<file path="config.mk">
export PLATFORM = sky130hd
export DESIGN_NAME = pzbcm_slicer_channel_scheduler
export DESIGN_NICKNAME = d
export VERILOG_FILES = /design/src/rtl/pzbcm_slicer_channel_scheduler.sv
export SDC_FILE = /design/constraint.sdc
export NUM_CORES = 1
export LEC_CHECK = 0
export CAP_MARGIN = 30
export CORE_MARGIN = 3
export CORE_UTILIZATION = 40
export DETAILED_ROUTE_END_ITERATION = 6
export GPL_ROUTABILITY_DRIVEN = 0
export HOLD_SLACK_MARGIN = 0.05
export PLACE_DENSITY_LB_ADDON = 0.08
export SETUP_SLACK_MARGIN = 0.2
export SLEW_MARGIN = 20
export SYNTH_ARGS = -nofsm -noshare
export SYNTH_HDL_FRONTEND = slang
export SYNTH_SLANG_ARGS = --single-unit
</file>
<file path="constraint.sdc">
create_clock -name i_clk -period 6.62 [get_ports i_clk]
set_input_delay 1.324 -clock i_clk [delete_from_list [all_inputs] [get_ports i_clk]]
set_output_delay 1.324 -clock i_clk [all_outputs]
set_load 0.01 [all_outputs]
</file>
<file path="src/rtl/pzbcm_slicer_channel_scheduler.sv">
// Round-robin, credit-gated scheduler that shares one non-backpressured sliced
// channel between N requesters, launching one registered id+data beat per grant.
module pzbcm_slicer_channel_scheduler #(
    parameter  int N       = 4,
    parameter  int WIDTH   = 32,
    parameter  int CREDITS = 8,
    localparam int CW      = $clog2(CREDITS + 1),
    localparam int IDW     = (N > 1) ? $clog2(N) : 1
) (
    input  logic                      i_clk,
    input  logic                      i_rst_n,
    input  logic [N-1:0]              i_request,
    input  logic [N-1:0][WIDTH-1:0]   i_data,
    output logic [N-1:0]              o_grant,
    output logic                      o_valid,
    output logic [IDW-1:0]            o_id,
    output logic [WIDTH-1:0]          o_data,
    input  logic                      i_credit_return,
    output logic [CW-1:0]             o_credits,
    output logic                      o_credit_error
);

    logic [IDW-1:0]   ptr_q,     ptr_d;
    logic             valid_q,   valid_d;
    logic [IDW-1:0]   id_q,      id_d;
    logic [WIDTH-1:0] data_q,    data_d;
    logic [CW-1:0]    credits_q, credits_d;
    logic             err_q,     err_d;

    logic [IDW-1:0]   scan_idx [N];
    logic [N-1:0]     scan_req;
    logic             grant_any;
    logic [IDW-1:0]   grant_idx;

    // Scan slot gi looks at requester (ptr + gi) mod N; the sum is at most 2N-2.
    genvar gi;
    generate
        for (gi = 0; gi < N; gi++) begin : g_scan
            logic [IDW:0] sum;
            assign sum          = {1'b0, ptr_q} + (IDW+1)'(gi);
            assign scan_idx[gi] = (sum >= (IDW+1)'(N)) ? IDW'(sum - (IDW+1)'(N)) : IDW'(sum);
            assign scan_req[gi] = i_request[scan_idx[gi]];
        end
    endgenerate

    always_comb begin
        grant_any = 1'b0;
        grant_idx = '0;
        for (int off = 0; off < N; off++) begin
            if (!grant_any && scan_req[off]) begin
                grant_any = 1'b1;
                grant_idx = scan_idx[off];
            end
        end
        // Gate on the registered count: a return arriving at zero only helps next cycle.
        if (credits_q == '0) begin
            grant_any = 1'b0;
            grant_idx = '0;
        end
    end

    generate
        for (gi = 0; gi < N; gi++) begin : g_grant
            assign o_grant[gi] = grant_any && (grant_idx == IDW'(gi));
        end
    endgenerate

    always_comb begin
        ptr_d     = ptr_q;
        valid_d   = grant_any;
        id_d      = id_q;
        data_d    = data_q;
        credits_d = credits_q;
        err_d     = err_q;
        if (grant_any) begin
            id_d   = grant_idx;
            data_d = i_data[grant_idx];
            ptr_d  = (grant_idx == IDW'(N - 1)) ? '0 : grant_idx + 1'b1;
        end
        if (grant_any && !i_credit_return) begin
            credits_d = credits_q - 1'b1;
        end else if (!grant_any && i_credit_return) begin
            if (credits_q == CW'(CREDITS)) begin
                err_d = 1'b1;
            end else begin
                credits_d = credits_q + 1'b1;
            end
        end
    end

    always_ff @(posedge i_clk or negedge i_rst_n) begin
        if (!i_rst_n) begin
            ptr_q     <= '0;
            valid_q   <= 1'b0;
            id_q      <= '0;
            data_q    <= '0;
            credits_q <= CW'(CREDITS);
            err_q     <= 1'b0;
        end else begin
            ptr_q     <= ptr_d;
            valid_q   <= valid_d;
            id_q      <= id_d;
            data_q    <= data_d;
            credits_q <= credits_d;
            err_q     <= err_d;
        end
    end

    assign o_valid        = valid_q;
    assign o_id           = id_q;
    assign o_data         = data_q;
    assign o_credits      = credits_q;
    assign o_credit_error = err_q;

endmodule

</file>
==> metrics.md <==
| Metric | Value |
|---|---|
| Most frequent cells in the layout | clkdlybuf4s50_1, nand2_1, dfrtp_1 |
| Crit path cell chain | clkdlybuf4s50_1, nor2b_1, a311oi_2, or3_1, inv_2, ha_1, and2_1, clkdlybuf4s50_1 |
| RSZ-0062 raised after global routing | no |
| Initial Utilization | 0.424 |
| Largest net degree at the start of global routing | 50 |
| WL final | 9280 um |
| Top cells by area, synth | dfrtp_1, nand2_1, a221o_1 |
| Post-synth EDFFs | 0 |
| CP Max Fanout | 34 |
| Synthesized net count | ~460 |
| Worst Max-Slew Pin Slew | 631 ps |
| Busiest grt layer | met2 |
| Worst Path Arrival | 4180 ps |
| Clk Tree Root Cell | clkbuf_8 |
| Final Core Density | 0.717 |
| Setup crit start kind | primary input |
| N_diodes | 0 |
| Clk buf depth | 2 |
| Min-delay worst type | register to register |
| Critical path's top delay family | buffers and inverters |
| Fin nets | ~630 |
| Gate Count Post-Synth | 320 |
| Leakage | 0.00202 uW |
| Clk_lat worst skew | approximately 300 ps |
| Final HPWL DP | 6750 um |
| Run status | finished, final reports clean |
| Top Ports | about 180 |
| Ys flop type | dfrtp_1 |
| DRT Pass-1 Iters | 4 |
| PD cells | ~380 mW/mm^2 |
| Sequential fraction of the synthesis area | 0.380 |
| # DRC | 0 |
| Post-Place Cells | around 560 |
| Multi-input gate area | ~0.0016 mm^2 |
| Vias | 2,998 |
| Final ANT Viol Nets | 0 |
| Critical Path RT | ~5300 ps |
| CP max stage cell | clkdlybuf4s50_1 |
| TritonCTS clock tree | yes |
| Syn. warnings | 0 |
| Fin cells | 565 |
| Fmax | roughly 0.18 GHz |
| Fin. Hold Viols | 0 |
| Post-cts sizing count | 0 |
| Slew Limit Fails | 0 |
| Starting DRT DRC Count | roughly 110 |
| Total CTS buffers | 5 |
| Crit path buf inv count | 3 |
| Fill cells | 526 |
| Die ar. | 0.00796 mm^2 |
| Slew HR | 0.579 |
| Met3 global-route usage | 0.0673 |
| CTS sink cnt | 42 |
| Final Critical Period | 5500 ps |
| WL per Instance | 16.4 um |
| Post-CTS Setup Bufs | 0 |
| Met2 GRT Util | 0.384 |
| Asr flop ratio synth | 1.00 |
| Distinct cells, synth | 40 |
| First-pass GRT wire length | about 14,000 um |
| CP max stage delay | 560 ps |
| Clock skew | 4.53 ps |
| Setup TNS | 0 ps |
| Leading area contributor after synthesis | dfrtp_1 |
| Final setup vio count | 0 |
| Met1 track demand over resource | 0.253 |
| Initial antenna violation count | 0 |
| Max-cap violations | 0 |
| Port Buffer Count | 178 |
| CTS H-tree depth | 2 |
| Via-to-Cell Ratio | around 5.3 |
| Most common cell after layout, fill and taps aside | clkdlybuf4s50_1 |
| Clock transition at path regs | 80 ps |
| Die width | 89.2 um |
| Peak supply drop | 0.170 mV |
| Kind of critical path | primary input to primary output |
| Synth Cell Area | 0.00277 mm^2 |
| CP dominant cell by count | clkdlybuf4s50_1 |
| Number of global-route vias before repair | between 2,000 and 3,000 |
| CTS Hold Bufs | 0 |
| Grt total ovfl | 0 |
| Chip height | 89.2 um |
| GR Util All Layers | 0.220 |
| Avg Cell Area, Syn | slightly below 9 um^2 |
| Share of the clock period used by the worst path | 0.831 |
| Share of the synthesized area in the top cell type | 0.371 |
| Sequential Area | 0.00105 mm^2 |
| Ratio of cells with drive above 1 in the final layout | 0.0963 |
| Crit. End Element | primary output |
| Area delta synth->final | 69.1% |
| CORE AREA | approximately 0.0065 mm^2 |
| Synthesized flop and latch total | 42 |
| Row count | 29 |
[synthesized netlist by cell type, types with 2 or more instances]
library cell / instances
a21oi_1: 19
a221o_1: 17
a31o_2: 2
a31oi_1: 15
and2_1: 4
buf_2: 15
clkbuf_1: 5
dfrtp_1: 41
ha_1: 8
inv_1: 7
inv_2: 2
mux2_2: 5
mux2_4: 11
nand2_1: 126
nor2_1: 2
o21ai_0: 2
o22ai_1: 5
o22ai_2: 10
xnor2_1: 2
xor2_1: 2
[through the flow]
stage               area [um^2]  setup slack, ps  hold WS (ps)  total power (uW)
global route               4680             1000           509              1940
global placement           4560             1260           454              1600
CTS                        4640             1210           477              1790
finish                     4680             1120           476              1800
detailed placement         4560             1210           460              1620
floorplan                  2770             2710           500              1140
[final cells by class]
| type | instances | area share |
|---|---|---|
| timing repair buffer | 183 | 0.394 |
| clock buffer | 8 | 0.0171 |
| sequential | 42 | 0.225 |
| inverter | 9 | 0.00721 |
| tap | 77 | 0.0206 |
| multi-input combinational | 246 | 0.336 |
[cell families after synthesis]
group / share of synthesized area
compound gates: 0.222
xor+xnor: 0.0127
fa+ha+maj: 0.0434
buf+inv: 0.0583
flops: 0.380
mux: 0.0800
simple gates: 0.203
[registers in the layout, summed over array words and instances (netlist names)]
name / flops
ptr_q: 2
o_credit_error: 1
o_valid: 1
o_credits: 4
o_id: 2
o_data: 32
[path summary, 6_finish.rpt]
kind                       cells past startpoint  slack, ps              to           start
min reg2reg                                    1        480  o_credit_error  o_credit_error
min in group asynchronous                      1        900      o_data[14]         i_rst_n
max reg2reg                                   11       3700    o_credits[3]    o_credits[1]
max in group asynchronous                      2       5250      o_data[24]         i_rst_n
min                                            1        480  o_credit_error  o_credit_error
max                                            8       1120      o_grant[3]    i_request[2]
[where the power goes]
group | switching (uW) | total [uW] | leakage [uW] | internal, uW
registers | 96.3 | 489 | 0.000496 | 393
logic | 553 | 1150 | 0.00149 | 597
clock network | 88.3 | 163 | 0.0000395 | 75.1
[layer usage]
metal / up-vias / share of wire
li1: 1446 / -
met1: 1401 / 0.39
met2: 136 / 0.50
met3: 15 / 0.092
met4: 0 / 0.022
met5: - / 0
Note: power is estimated with default switching activity, not from simulation.
